[src/rtl/exe_pipe_stage.sv]
// Execute stage: single-cycle ALU operations, an iterative shift-add
// multiplier (MUL/MLA) and a branch target adder, all feeding one
// registered output stage with stall/flush handling.
//
// state  | meaning
// -------+-----------------------------------------------------------
// IDLE   | accepting instructions; single-cycle ops complete here
// MUL    | shift-add iterations, MUL_STEP multiplier bits per cycle
// HOLD   | product ready but downstream stalled; wait to write it out
module exe_pipe_stage #(
    parameter int DATA_W   = 32,
    parameter int MUL_STEP = 4
) (
    input  logic              clk,
    input  logic              rst,
    input  logic              valid_in,
    output logic              ready_out,
    input  logic              flush,
    input  logic              stall,
    input  logic              wb_en_in,
    input  logic              mem_read_in,
    input  logic              mem_write_in,
    input  logic              I,
    input  logic              s_in,
    input  logic [3:0]        exe_command_in,
    input  logic [3:0]        imm_rotate,
    input  logic [3:0]        dest,
    input  logic [7:0]        imm_8,
    input  logic [23:0]       signed_immediate_24,
    input  logic [DATA_W-1:0] PC_in,
    input  logic [DATA_W-1:0] val_rn,
    input  logic [DATA_W-1:0] val_rm,
    input  logic [DATA_W-1:0] val_rs,
    input  logic [3:0]        status_reg_out,
    output logic              valid_out,
    output logic              wb_en_out,
    output logic              mem_read_out,
    output logic              mem_write_out,
    output logic              status_we_out,
    output logic [3:0]        dest_out,
    output logic [3:0]        status_bits_out,
    output logic [DATA_W-1:0] alu_res,
    output logic [DATA_W-1:0] val_rm_out,
    output logic [DATA_W-1:0] branch_address
);

    localparam int N_ITER = DATA_W / MUL_STEP;
    localparam int CNT_W  = (N_ITER > 1) ? $clog2(N_ITER) : 1;
    localparam logic [CNT_W-1:0] CNT_LOAD = CNT_W'(N_ITER - 1);

    localparam logic [1:0] S_IDLE = 2'd0;
    localparam logic [1:0] S_MUL  = 2'd1;
    localparam logic [1:0] S_HOLD = 2'd2;

    localparam logic [3:0] OP_MVN = 4'b1001;
    localparam logic [3:0] OP_ADD = 4'b0010;
    localparam logic [3:0] OP_ADC = 4'b0011;
    localparam logic [3:0] OP_SUB = 4'b0100;
    localparam logic [3:0] OP_SBC = 4'b0101;
    localparam logic [3:0] OP_AND = 4'b0110;
    localparam logic [3:0] OP_ORR = 4'b0111;
    localparam logic [3:0] OP_EOR = 4'b1000;
    localparam logic [3:0] OP_MUL = 4'b1010;
    localparam logic [3:0] OP_MLA = 4'b1011;

    logic [1:0]        state;
    logic [CNT_W-1:0]  cnt;
    logic [DATA_W-1:0] mcand;
    logic [DATA_W-1:0] mplier;
    logic [DATA_W-1:0] acc;

    // Control and side values of the multiply in flight, kept aligned
    // with the product until it is written out.
    logic              p_wb, p_mr, p_mw, p_swe;
    logic [3:0]        p_dest;
    logic [1:0]        p_cv;
    logic [DATA_W-1:0] p_rm;
    logic [DATA_W-1:0] p_br;

    logic [DATA_W-1:0] val2;
    logic [DATA_W-1:0] imm_ext;
    logic [DATA_W-1:0] op_b;
    logic              cin;
    logic              arith;
    logic [DATA_W:0]   sum;
    logic [DATA_W-1:0] alu_y;
    logic              c_new, v_new;
    logic [DATA_W-1:0] br_next;

    logic              accept, is_mul, last_iter;
    logic              single_done, mul_done, hold_done, out_load;
    logic [DATA_W-1:0] partial, acc_sum, mul_res;

    assign ready_out = (state == S_IDLE) & ~stall & ~flush;
    assign accept    = valid_in & ready_out;
    assign is_mul    = (exe_command_in == OP_MUL) | (exe_command_in == OP_MLA);
    assign last_iter = (cnt == '0);

    assign br_next = PC_in + DATA_W'({{(DATA_W + 2){signed_immediate_24[23]}},
                                      signed_immediate_24, 2'b00});

    // Second operand selection: memory offset, rotated immediate or register.
    always_comb begin
        imm_ext = {{(DATA_W - 8){1'b0}}, imm_8};
        if (mem_read_in | mem_write_in)
            val2 = {{(DATA_W - 12){1'b0}}, imm_rotate, imm_8};
        else if (I)
            val2 = DATA_W'({imm_ext, imm_ext} >> {imm_rotate, 1'b0});
        else
            val2 = val_rm;
    end

    // Single-cycle ALU; add and subtract share one adder with inverted operand.
    always_comb begin
        op_b  = val2;
        cin   = 1'b0;
        arith = 1'b0;
        alu_y = val2;
        case (exe_command_in)
            OP_MVN: alu_y = ~val2;
            OP_ADD: arith = 1'b1;
            OP_ADC: begin arith = 1'b1; cin = status_reg_out[1]; end
            OP_SUB: begin arith = 1'b1; op_b = ~val2; cin = 1'b1; end
            OP_SBC: begin arith = 1'b1; op_b = ~val2; cin = status_reg_out[1]; end
            OP_AND: alu_y = val_rn & val2;
            OP_ORR: alu_y = val_rn | val2;
            OP_EOR: alu_y = val_rn ^ val2;
            default: alu_y = val2;
        endcase
        sum   = {1'b0, val_rn} + {1'b0, op_b} + {{DATA_W{1'b0}}, cin};
        c_new = status_reg_out[1];
        v_new = status_reg_out[0];
        if (arith) begin
            alu_y = sum[DATA_W-1:0];
            c_new = sum[DATA_W];
            v_new = (val_rn[DATA_W-1] == op_b[DATA_W-1]) &&
                    (alu_y[DATA_W-1] != val_rn[DATA_W-1]);
        end
    end

    // One shift-add iteration and completion conditions.
    always_comb begin
        partial     = mcand * {{(DATA_W - MUL_STEP){1'b0}}, mplier[MUL_STEP-1:0]};
        acc_sum     = acc + partial;
        mul_res     = (state == S_HOLD) ? acc : acc_sum;
        single_done = accept & ~is_mul;
        mul_done    = (state == S_MUL) & last_iter & ~stall & ~flush;
        hold_done   = (state == S_HOLD) & ~stall & ~flush;
        out_load    = single_done | mul_done | hold_done;
    end

    // Sequencer and multiplier datapath.
    always_ff @(posedge clk) begin
        if (rst) begin
            state  <= S_IDLE;
            cnt    <= '0;
            mcand  <= '0;
            mplier <= '0;
            acc    <= '0;
            p_wb   <= 1'b0;
            p_mr   <= 1'b0;
            p_mw   <= 1'b0;
            p_swe  <= 1'b0;
            p_dest <= '0;
            p_cv   <= '0;
            p_rm   <= '0;
            p_br   <= '0;
        end else if (flush) begin
            state <= S_IDLE;
            cnt   <= '0;
        end else begin
            case (state)
                S_IDLE: begin
                    if (accept && is_mul) begin
                        state  <= S_MUL;
                        cnt    <= CNT_LOAD;
                        mcand  <= val_rn;
                        mplier <= val_rs;
                        acc    <= (exe_command_in == OP_MLA) ? val_rm : '0;
                        p_wb   <= wb_en_in;
                        p_mr   <= mem_read_in;
                        p_mw   <= mem_write_in;
                        p_swe  <= s_in;
                        p_dest <= dest;
                        p_cv   <= status_reg_out[1:0];
                        p_rm   <= val_rm;
                        p_br   <= br_next;
                    end
                end
                S_MUL: begin
                    acc    <= acc_sum;
                    mcand  <= mcand << MUL_STEP;
                    mplier <= mplier >> MUL_STEP;
                    if (last_iter)
                        state <= stall ? S_HOLD : S_IDLE;
                    else
                        cnt <= cnt - 1'b1;
                end
                S_HOLD: begin
                    if (!stall)
                        state <= S_IDLE;
                end
                default: state <= S_IDLE;
            endcase
        end
    end

    // Output register: written on completion, held under stall, valid
    // dropped on flush or on an idle non-stalled cycle.
    always_ff @(posedge clk) begin
        if (rst) begin
            valid_out       <= 1'b0;
            wb_en_out       <= 1'b0;
            mem_read_out    <= 1'b0;
            mem_write_out   <= 1'b0;
            status_we_out   <= 1'b0;
            dest_out        <= '0;
            status_bits_out <= '0;
            alu_res         <= '0;
            val_rm_out      <= '0;
            branch_address  <= '0;
        end else if (flush) begin
            valid_out <= 1'b0;
        end else if (out_load) begin
            valid_out <= 1'b1;
            if (single_done) begin
                wb_en_out       <= wb_en_in;
                mem_read_out    <= mem_read_in;
                mem_write_out   <= mem_write_in;
                status_we_out   <= s_in;
                dest_out        <= dest;
                status_bits_out <= {alu_y[DATA_W-1], alu_y == '0, c_new, v_new};
                alu_res         <= alu_y;
                val_rm_out      <= val_rm;
                branch_address  <= br_next;
            end else begin
                wb_en_out       <= p_wb;
                mem_read_out    <= p_mr;
                mem_write_out   <= p_mw;
                status_we_out   <= p_swe;
                dest_out        <= p_dest;
                status_bits_out <= {mul_res[DATA_W-1], mul_res == '0, p_cv};
                alu_res         <= mul_res;
                val_rm_out      <= p_rm;
                branch_address  <= p_br;
            end
        end else if (!stall) begin
            valid_out <= 1'b0;
        end
    end

endmodule

[config.mk]
export PLATFORM = sky130hd
export DESIGN_NAME = exe_pipe_stage
export DESIGN_NICKNAME = d
export VERILOG_FILES = /design/src/rtl/exe_pipe_stage.sv
export SDC_FILE = /design/constraint.sdc
export NUM_CORES = 1
export LEC_CHECK = 0
export ABC_AREA = 1
export BUFFER_PORTS_ARGS = -buffer_cell sky130_fd_sc_hd__buf_2
export CORE_MARGIN = 5
export CORE_UTILIZATION = 40
export CTS_BUF_LIST = sky130_fd_sc_hd__clkbuf_4 sky130_fd_sc_hd__clkbuf_8
export DETAILED_ROUTE_END_ITERATION = 6
export PLACE_DENSITY = 0.62
export RECOVER_POWER = 25
export SLEW_MARGIN = 30
export SYNTH_ARGS = -nofsm -noshare
export SYNTH_HDL_FRONTEND = slang
export SYNTH_SLANG_ARGS = --single-unit
[constraint.sdc]
create_clock -name clk -period 6.75 [get_ports clk]
set_input_delay 1.35 -clock clk [delete_from_list [all_inputs] [get_ports clk]]
set_output_delay 1.35 -clock clk [all_outputs]
set_load 0.03 [all_outputs]
Word-level counts from Yosys, hierarchy flattened
Cells that the tools add are included.
- bits in registers: 284
- bits in latches: 0
- bits in writable memories: 0
- memory bits (read-only): 0
- bits of input ports: 186
- output and inout bits: 110
- logic and storage cells: 121
- memories kept: 0
- $add $sub $neg: 5
- multiply operators: 1
- divide/modulo/power cells: 0
- magnitude comparators: 0
- equal/unequal tests: 19
- shift-type cells: 1
- multiplexer cells: 36
- bitwise gates (word level): 20
- reduce and logical (&&, ||, !) cells: 16
- operators with widths (kind ; number):
    32-bit two-way mux ; 12
    32-bit case mux with 2 select lines ; 3
    32-bit case mux with 4 select lines ; 1
    32-bit adder ; 2
    32-bit logical NOT ; 2
    40-bit by 5-bit >> shifter with 32-bit output ; 1
    32-bit by 32-bit adder with 33-bit output ; 1
    33-bit by 1-bit adder with 33-bit output ; 1
    32-bit AND ; 1
    32-bit by 4-bit multiplier with 32-bit output ; 1
    32-bit NOT ; 1
    32-bit OR ; 1
    32-bit XOR ; 1
    4-bit by 3-bit equality test with 1-bit output (second input constant) ; 4
    4-bit equality test (second input constant) ; 4
    3-bit AND reduction ; 4
    1-bit AND ; 9
    1-bit two-way mux ; 9
    4-bit by 2-bit equality test with 1-bit output (second input constant) ; 2
    2-bit two-way mux ; 4
    4-bit two-way mux ; 2
    3-bit two-way mux ; 2
    2-bit inequality test (second input constant) ; 3
    2-bit case mux with 3 select lines ; 1
    17 further kinds ; 26

Longest topological paths before layout
Gate-level depths: netlist of the first run.
- depth after elaboration: 11
- depth in mapped cells: 32
- mapped depth without buffers: 31

Worst setup path before layout of the first run
Ideal clock, no wire load.
- path kind: in2reg
- from: input imm_rotate[1]
- to: register status_bits_out[2]
- library setup time: 56 ps
- data arrival time: 4333 ps
- required time: 6694 ps
- path slack: 2362 ps
- cell stages on the path: 31
- path buffers: 2
- path through: buf_4 inv_2 buf_6 nand3_1 nand3_1 o21ai_1 nand2_1 xnor2_1 fa_1 inv_1 fa_1 nand3_1 nand3_1 nand2_1 nand2_1 nand2_1 nand2_1 nand2_1 nand2_1 nand2_1 nand3_1 nand2_1 inv_1 nand2_1 nor2_1 nand2_1 nor2_1 nand3_1 nand3_1 nand2_1 inv_1
- cells in the longest elaborated chain, start to end: 10
- elaborated cells on any way between the ends: 14
- those cells by class: add/sub (2); shift (1); mux (6); bitwise (4); reduce/logical (1)
- ends and longest elaborated chain (what ; line ; text):
    start: declaration ; 26 ; input logic [3:0] imm_rotate,
    40-bit by 5-bit >> shifter with 32-bit output ; 108 ; val2 = DATA_W'({imm_ext, imm_ext} >> {imm_rotate, 1'b0});
    32-bit two-way mux ; 107 ; else if (I)
    32-bit two-way mux * ; 105 ; if (mem_read_in | mem_write_in)
    32-bit NOT ; 120, 123, 124 ;
    32-bit two-way mux ; -- ;
    32-bit by 32-bit adder with 33-bit output ; 130 ; sum = {1'b0, val_rn} + {1'b0, op_b} + {{DATA_W{1'b0}}, cin};
    33-bit by 1-bit adder with 33-bit output ; 130 ;
    32-bit two-way mux * ; 133 ; if (arith) begin
    32-bit logical NOT * ; 232 ; status_bits_out <= {alu_y[DATA_W-1], alu_y == '0, c_new, v_new};
    4-bit two-way mux * ; 226 ; if (single_done) begin
    end signal: assignment ; 232 ;
    end signal: assignment ; 242 ; status_bits_out <= {mul_res[DATA_W-1], mul_res == '0, p_cv};
    end: declaration ; 41 ; output logic [3:0] status_bits_out,
Mark *: on every way between the ends. The rest lies on a longest branch, timed or not.
A chain may end at the register's enable or synchronous reset.

Final worst setup path of the first run
- from: register mplier[1]
- to: register status_bits_out[2]
- cells in the longest elaborated chain, start to end: 5
- ends and longest elaborated chain (what ; line ; text):
    start: declaration ; 69 ; logic [DATA_W-1:0] mplier;
    start signal: assignment ; 178 ; mplier <= val_rs;
    start signal: assignment ; 193 ; mplier <= mplier >> MUL_STEP;
    32-bit by 4-bit multiplier with 32-bit output ; 143 ; partial = mcand * {{(DATA_W - MUL_STEP){1'b0}}, mplier[MUL_STEP-1:0]};
    32-bit adder ; 144 ; acc_sum = acc + partial;
    32-bit two-way mux ; 145 ; mul_res = (state == S_HOLD) ? acc : acc_sum;
    32-bit logical NOT ; 242 ;
    4-bit two-way mux ; 226 ;
Every way passes these cells.

==> metrics.log, run 1 <==
INFO  metric result_of_the_run = complete, but fails checks
INFO  metric violated_checks = capacitance limit, slew limit
INFO  metric total_routed_length = 95.4 mm
INFO  metric die_h = 257 microns
INFO  metric internal-power = 3.18 mW
INFO  metric detailedRoute.firstIterationViolations = about 2600
INFO  metric design.die.area = 66100 sq um
INFO  metric number_of_library_cell_types_mapped_by_synthesis = 52
INFO  metric cellLeakagePower = about 13 nW
INFO  metric grt_usage = 27.5%
INFO  metric worst_r2r_startpoint = mplier[1]$_SDFFE_PP0P_
INFO  metric core_area = a little over 60000 sq um
INFO  metric netlist_area = 24400 sq um
INFO  metric design.final.nets = 4492
INFO  metric synth_top_cell_area_share = 23.2%
INFO  metric drc = 0
INFO  metric tns = 0 ns
INFO  metric grt_pass1_wl = 144 mm
INFO  metric netSwitchingFraction = 33.4%
INFO  metric net-switching-power = 1.60 mW
INFO  metric gpl.final_weighted_congestion = 0.981
INFO  metric timing.fmax = 0.180 GHz
INFO  metric finalMaxSlewViolations = 42
INFO  metric clk_latency = 0.69 ns
INFO  metric async_reset_ff_share = 0%
INFO  metric synth.net_count = 4303
INFO  metric synth_enable_flop_cells = 0
INFO  metric synth.yosys.seq_area_share = 23.2%
INFO  metric irDropWorstVdd = 0.130 mV
INFO  metric max-cap-violations = 1
INFO  metric worst_clock_skew = 0.0529 ns
INFO  metric finalHoldViolCount = 0
INFO  metric worst_tran_pin_value = 2.16 ns
INFO  metric reg2reg_slack = 1.19 ns
INFO  metric area.growth.synth_to_final = 12.6%
INFO  metric htree_levels = 2
INFO  metric setup.worst_path.end = status_bits_out[2]$_SDFFE_PP0P_
INFO  metric worst-path-max-fanout = 19
INFO  metric synth.most_common_cell = sky130_fd_sc_hd__nand2_1
INFO  metric grt_pass1_vias = 24500
INFO  metric site_rows = 90
INFO  metric synth_ff_type = sky130_fd_sc_hd__dfxtp_1
INFO  metric fillers = 6601
INFO  metric postLayoutCoreUtil = 45.6%
INFO  metric commonest_cells_in_the_netlist = 1203 x sky130_fd_sc_hd__nand2_1, 434 x sky130_fd_sc_hd__inv_1, 329 x sky130_fd_sc_hd__o21ai_0
INFO  metric tritoncts = built
INFO  metric cts_inserted_buffers = 53
INFO  metric seq_power_share = roughly 36%
INFO  metric number_of_cells_produced_by_synthesis = just under 4000
INFO  metric cts_root_buffer = sky130_fd_sc_hd__clkbuf_8
INFO  metric grt_max_degree = 109
INFO  metric finish.instance_area = approximately 27000 sq um
INFO  metric postSynthAreaPerCell = 6.31 sq um
INFO  metric floorplan.initialDensity = 40.4%
INFO  metric hpwlAfterDp = 72.3 mm
INFO  metric drtAntennaViolNets = 0
INFO  metric post_route_cells_drive_above_1_share = 9.08%
INFO  metric yosysTopAreaCell = sky130_fd_sc_hd__dfxtp_1
INFO  metric final.min_clock_period = 5.56 ns
INFO  metric portBuffers = a little under 300
INFO  metric yosys_register_bits = 283
INFO  metric first_pass_iters = 6
INFO  metric synth-warning-count = 0
INFO  metric clock_power_share = a little over two fifths
INFO  metric clkTransAtPathRegs = 0.06 ns
INFO  metric crit-reg2reg-capture = status_bits_out[2]$_SDFFE_PP0P_
INFO  metric worst_slew_margin_rel = -43.7%
INFO  metric critical_path_endpoint_category = register
INFO  metric antenna_found_initial = 12
INFO  metric cts_sinks = 283
INFO  metric cp_data_arrival_time = just over 6 ns
INFO  metric clockBufferDepth = 3
INFO  metric cp-start-kind = register
INFO  metric routedWlPerCell = 19.5 microns
INFO  metric place_area = 26300 sq um
INFO  metric final.period_utilization = 82.3%
INFO  metric reg2reg_depth = 23
INFO  metric timing.hold.worst.class = register to register
INFO  metric comb_power_share = 22.0%
INFO  metric crit_start = mplier[1]$_SDFFE_PP0P_
INFO  metric rsz_0062_raised_after_global_routing = false
INFO  metric critPathKind = register to register
INFO  metric crit_required = 7.32 ns
INFO  metric count_of_buffers_added_by_post_cts_timing_repair_for_setup = 0
INFO  metric io_pins = 296
INFO  metric globalRouteOverflowTotal = 0
INFO  metric fp.dieW = roughly 260 microns
INFO  metric setup_violations = 0
INFO  metric vias_per_cell = 5.41
INFO  metric cts_hold_fix_bufs = 0
INFO  metric postCtsResizedCells = 0
INFO  metric synthTopCellsByArea = sky130_fd_sc_hd__dfxtp_1 23%, sky130_fd_sc_hd__nand2_1 18%, sky130_fd_sc_hd__ha_1 8.3%, sky130_fd_sc_hd__fa_1 7.3%, sky130_fd_sc_hd__o21ai_0 6.7%
INFO  metric p_per_area = ~170 nW/um^2
INFO  metric routed-via-count = between 20000 and 30000
routing by layer:
metal / part of all wire [%] / wire length [microns] / GRT usage, %
met5: 0.052 / 50 / 0
met4: 4.8 / 4550 / 11.5
met3: 7.9 / 7540 / 5.53
met2: 44 / 41900 / 43.3
met1: 43 / 41400 / 37.0
per-stage QoR:
stage          setup WS (ns)  instances  hold slack (ns)  power [mW]
5_1_grt                0.965       4883            0.469        5.00
2_1_floorplan           2.36       3867            0.422        2.44
3_3_place_gp           0.988       4782            0.444        2.80
3_5_place_dp           0.989       4783            0.444        2.80
6_report                1.19       4888            0.455        4.78
4_1_cts                 1.37       4879            0.455        4.81
power by group through the flow:
| stage | Combinational [mW] | Sequential, mW | Clock (mW) |
|---|---|---|---|
| 5_1_grt | 1.16 | 1.73 | 2.10 |
| 2_1_floorplan | 0.642 | 1.80 | 0 |
| 3_3_place_gp | 1.03 | 1.76 | 0 |
| 4_1_cts | 1.04 | 1.73 | 2.03 |
| 6_report | 1.05 | 1.73 | 2.00 |
| 3_5_place_dp | 1.04 | 1.76 | 0 |
state kept, by name (all words and copies together) (netlist names), 2 cells and up:
signal	cells
alu_res	31
val_rm_out	32
mcand	32
p_br	32
cnt	3
state	2
mplier	32
p_rm	32
status_bits_out	4
p_dest	4
acc	32
dest_out	4
p_cv	2
branch_address	32
area by class of cell:
type | count | area [sq um] | share of cell area, %
inverters | 450 | 1690 | 6.16
clock inverters | 14 | 205 | 0.746
repair buffers | 327 | 1620 | 5.87
multi-input cells | 2941 | 16300 | 59.1
clock buffers | 82 | 1050 | 3.83
flip-flops and latches | 283 | 5670 | 20.6
well taps | 782 | 978 | 3.56
diodes | 9 | 22.5 | 0.0819
placed cells by master, fill, tap and decap left out, drive strengths merged, types with 102 or more instances in the layout:
master  instances
clkbuf        180
dfxtp         283
o21ai         336
nand2        1207
a21oi         268
nand3         241
nor2          271
ha            161
buf           229
a31oi         102
inv           452
logic make-up (layout without fill, tap and decap cells):
| group | Yosys count | after routing | share of synthesized area [%] |
|---|---|---|---|
| AOI/OAI and AO/OA | 816 | 816 | 18.6 |
| xor gates and xnor gates | 64 | 64 | 2.30 |
| adders and majority gates | 250 | 250 | 15.6 |
| buffers and inverters | 643 | 873 | 10.3 |
| DFF | 283 | 283 | 23.2 |
| other | 0 | 9 | 0 |
| and+or+nand+nor | 1811 | 1811 | 30.1 |
critical path: stages, from the launching register on:
cell	delay, ns
sky130_fd_sc_hd__dfxtp_1	0.94
sky130_fd_sc_hd__buf_4	0.30
sky130_fd_sc_hd__nand2_1	0.09
sky130_fd_sc_hd__fa_1	0.50
sky130_fd_sc_hd__fa_1	0.50
sky130_fd_sc_hd__inv_1	0.05
sky130_fd_sc_hd__fa_1	0.43
sky130_fd_sc_hd__ha_1	0.36
sky130_fd_sc_hd__a21oi_1	0.26
sky130_fd_sc_hd__nand2_1	0.22
sky130_fd_sc_hd__nand3_1	0.14
sky130_fd_sc_hd__nand2_1	0.14
sky130_fd_sc_hd__nand2_1	0.11
sky130_fd_sc_hd__nand2_1	0.11
sky130_fd_sc_hd__nand2_1	0.11
sky130_fd_sc_hd__nand2_1	0.09
sky130_fd_sc_hd__xor2_1	0.20
sky130_fd_sc_hd__nand2_1	0.07
sky130_fd_sc_hd__nand2_1	0.26
sky130_fd_sc_hd__nor2_1	0.07
sky130_fd_sc_hd__nand3_1	0.13
sky130_fd_sc_hd__nand3_1	0.17
sky130_fd_sc_hd__nand2_1	0.12
sky130_fd_sc_hd__inv_1	0.04
how the worst min path moves through the flow:
stage,startpoint,end,slack [ns],cells past startpoint
after global routing,cnt[0]$_SDFFE_PP0P_,cnt[0]$_SDFFE_PP0P_,0.47,1
final,cnt[0]$_SDFFE_PP0P_,cnt[0]$_SDFFE_PP0P_,0.46,1
after CTS,cnt[0]$_SDFFE_PP0P_,cnt[0]$_SDFFE_PP0P_,0.46,1
after floorplan,cnt[0]$_SDFFE_PP0P_,cnt[0]$_SDFFE_PP0P_,0.42,1
after global placement,valid_out$_SDFFE_PP0P_,valid_out$_SDFFE_PP0P_,0.44,2
after detailed placement,cnt[0]$_SDFFE_PP0P_,cnt[0]$_SDFFE_PP0P_,0.44,1
Power figures use the tool's default switching activity.
==> run 2, diff against run 1 <==
Settings changed: PLACE_DENSITY 0.62 to 0.65.
Clock period 6.75 ns to 5.1 ns, I/O delays scaled along.
==> run 2 against run 1 <==
The flow still finishes with violations (capacitance limit, slew limit). Clock skew is 0.022 ns lower. Global-route usage increased by 0.40 points. Power is 33% higher. Setup slack got worse by 0.96 ns. Worst hold slack lost 0.0082 ns. Critical path depth increased by 1. Sequential share of layout area down 0.42 points. Cell area grew 2.1%. Die area is the same.
==> metrics.log, run 2 (same netlist as run 1, synthesis figures left out) <==
INFO  metric cts_inserted_buffers = 53
INFO  metric fillers = 6565
INFO  metric cp-start-kind = register
INFO  metric grt_pass1_wl = 148 mm
INFO  metric drc = 0
INFO  metric clkTransAtPathRegs = approximately 0.06 ns
INFO  metric seq_power_share = 36.0%
INFO  metric count_of_buffers_added_by_post_cts_timing_repair_for_setup = 0
INFO  metric routed-via-count = around 27000
INFO  metric cp_data_arrival_time = between 5 and 6 ns
INFO  metric result_of_the_run = complete, but fails checks
INFO  metric gr-usage-met1 = between 30% and 40%
INFO  metric cts_sinks = 283
INFO  metric setup_violations = 0
INFO  metric routedWlPerCell = 19.4 microns
INFO  metric netSwitchingFraction = between 30% and 40%
INFO  metric post_route_cells_drive_above_1_share = 10.6%
INFO  metric critical-path-slowest-cell = sky130_fd_sc_hd__fa_1
INFO  metric p_per_area = roughly 230 nW/um^2
INFO  metric cpLargestDelayFamily = simple AND/OR/NAND/NOR gates
INFO  metric met2_global_route_usage = 44.8%
INFO  metric max-cap-violations = 2
INFO  metric cts_root_buffer = sky130_fd_sc_hd__clkbuf_8
INFO  metric mostFrequentLayoutCell = sky130_fd_sc_hd__nand2_1
INFO  metric clk_latency = about 0.67 ns
INFO  metric reg2reg_slack = roughly 0.23 ns
INFO  metric finalHoldViolCount = 0
INFO  metric tritoncts = built
INFO  metric critical_path_endpoint_category = register
INFO  metric path_common_cell = sky130_fd_sc_hd__nand2_1
INFO  metric violated_checks = capacitance limit, slew limit
INFO  metric finalMaxSlewViolations = 106
INFO  metric crit_buf_inv = 3
INFO  metric worst_clock_skew = 0.0309 ns
INFO  metric total_routed_length = 96.4 mm
INFO  metric worst_slew_margin_rel = -129%
INFO  metric design.final.nets = 4559
INFO  metric comb_power_share = 22.9%
INFO  metric cellLeakagePower = around 14 nW
INFO  metric hpwlAfterDp = 73.5 mm
INFO  metric grt_max_degree = 140
INFO  metric cts_hold_fix_bufs = 0
INFO  metric io_pins = 296
INFO  metric first_pass_iters = 6
INFO  metric drtAntennaViolNets = 0
INFO  metric htree_levels = 2
INFO  metric final.period_utilization = 95.5%
INFO  metric detailedRoute.firstIterationViolations = between 2000 and 2500
INFO  metric clockBufferDepth = 3
INFO  metric timing.fmax = 0.205 GHz
INFO  metric core_area = 60400 sq um
INFO  metric site_rows = 90
INFO  metric area.growth.synth_to_final = 15.0%
INFO  metric crit_required = 5.72 ns
INFO  metric worst_tran_pin_value = between 3 and 4 ns
INFO  metric critPathKind = register to register
INFO  metric grt_pass1_vias = 25000
INFO  metric globalRouteMet3Util = around 6.2%
INFO  metric internal-power = 4.21 mW
INFO  metric fp.dieW = 257 microns
INFO  metric cp_slowest_stage_delay = 0.53 ns
INFO  metric vias_per_cell = 5.42
INFO  metric overall_power_after_layout = ~6.3 mW
INFO  metric postCtsResizedCells = 0
INFO  metric globalRouteOverflowTotal = 0
INFO  metric final.min_clock_period = 4.87 ns
INFO  metric antenna_found_initial = 17
INFO  metric worst-path-max-fanout = 31
INFO  metric design.die.area = ~66000 sq um
INFO  metric layer_with_the_highest_usage = met2
INFO  metric rsz_0062_raised_after_global_routing = false
INFO  metric timing.hold.worst.class = register to register
INFO  metric die_h = 257 microns
INFO  metric layout_common_cells = 1201 x sky130_fd_sc_hd__nand2_1, 433 x sky130_fd_sc_hd__inv_1, 328 x sky130_fd_sc_hd__o21ai_0
INFO  metric grt_usage = between 20% and 30%
INFO  metric postLayoutCoreUtil = 46.5%
INFO  metric net-switching-power = 2.13 mW
INFO  metric portBuffers = 293
INFO  metric gpl.final_weighted_congestion = ~0.96
INFO  metric irDropWorstVdd = 0.196 mV
INFO  metric critical_path_cell_sequence = buf_12, nand2_1, fa_1, fa_1, inv_1, fa_1, ha_1, a21oi_1, nand2_2, nand2_1, nand2_1, nand2_1, nand2_1, nand2_1, nand3_1, nand2_1, nand2_1, nor2_1, nand4_1, nor2_1, nand3_1, nand3_1, nand2_1, inv_1
INFO  metric tns = 0 ns
INFO  metric clock_power_share = 41.1%
INFO  metric floorplan.initialDensity = 40.4%
## run 2: power groups by stage
stage / registers [mW] / clock network [mW] / logic (mW)
floorplan: 2.38 / 0 / 0.849
global placement: 2.33 / 0 / 1.43
detailed placement: 2.33 / 0 / 1.43
CTS: 2.28 / 2.67 / 1.44
global route: 2.29 / 2.77 / 1.60
finish: 2.28 / 2.61 / 1.45
## run 2: final timing paths
check | startpoint | to | cells after the start
setup / recovery | mplier[2]$_SDFFE_PP0P_ | status_bits_out[2]$_SDFFE_PP0P_ | 24
hold / removal | cnt[0]$_SDFFE_PP0P_ | cnt[0]$_SDFFE_PP0P_ | 1
setup reg to reg | mplier[2]$_SDFFE_PP0P_ | status_bits_out[2]$_SDFFE_PP0P_ | 24
hold reg to reg | cnt[0]$_SDFFE_PP0P_ | cnt[0]$_SDFFE_PP0P_ | 1
## run 2: layer usage
layer  share of wire (%)  up-vias
met5               0.095        -
met3                 8.4      205
met1                  42    12400
li1                    -    13100
met4                 4.7       16
met2                  45     1067
## run 2: stage by stage
step | hold slack, ns | cells | setup slack (ns) | cell area (sq um)
floorplan | 0.422 | 3867 | 0.915 | 24400
global placement | 0.438 | 4850 | 0.124 | 26900
detailed placement | 0.443 | 4850 | 0.141 | 26900
CTS | 0.451 | 4948 | 0.264 | 28200
global route | 0.473 | 4952 | 0.00713 | 28100
finish | 0.447 | 4958 | 0.230 | 28100
## run 2: area by class of cell
cell class	count	area (sq um)	share of cell area, %
Inverter	450	1690	6.04
Multi-Input combinational cell	2941	16300	58.0
Sequential cell	283	5670	20.2
Tap cell	782	978	3.49
Timing Repair Buffer	394	2200	7.85
Antenna cell	10	25.0	0.0892
Clock buffer	76	965	3.44
Clock inverter	22	270	0.963
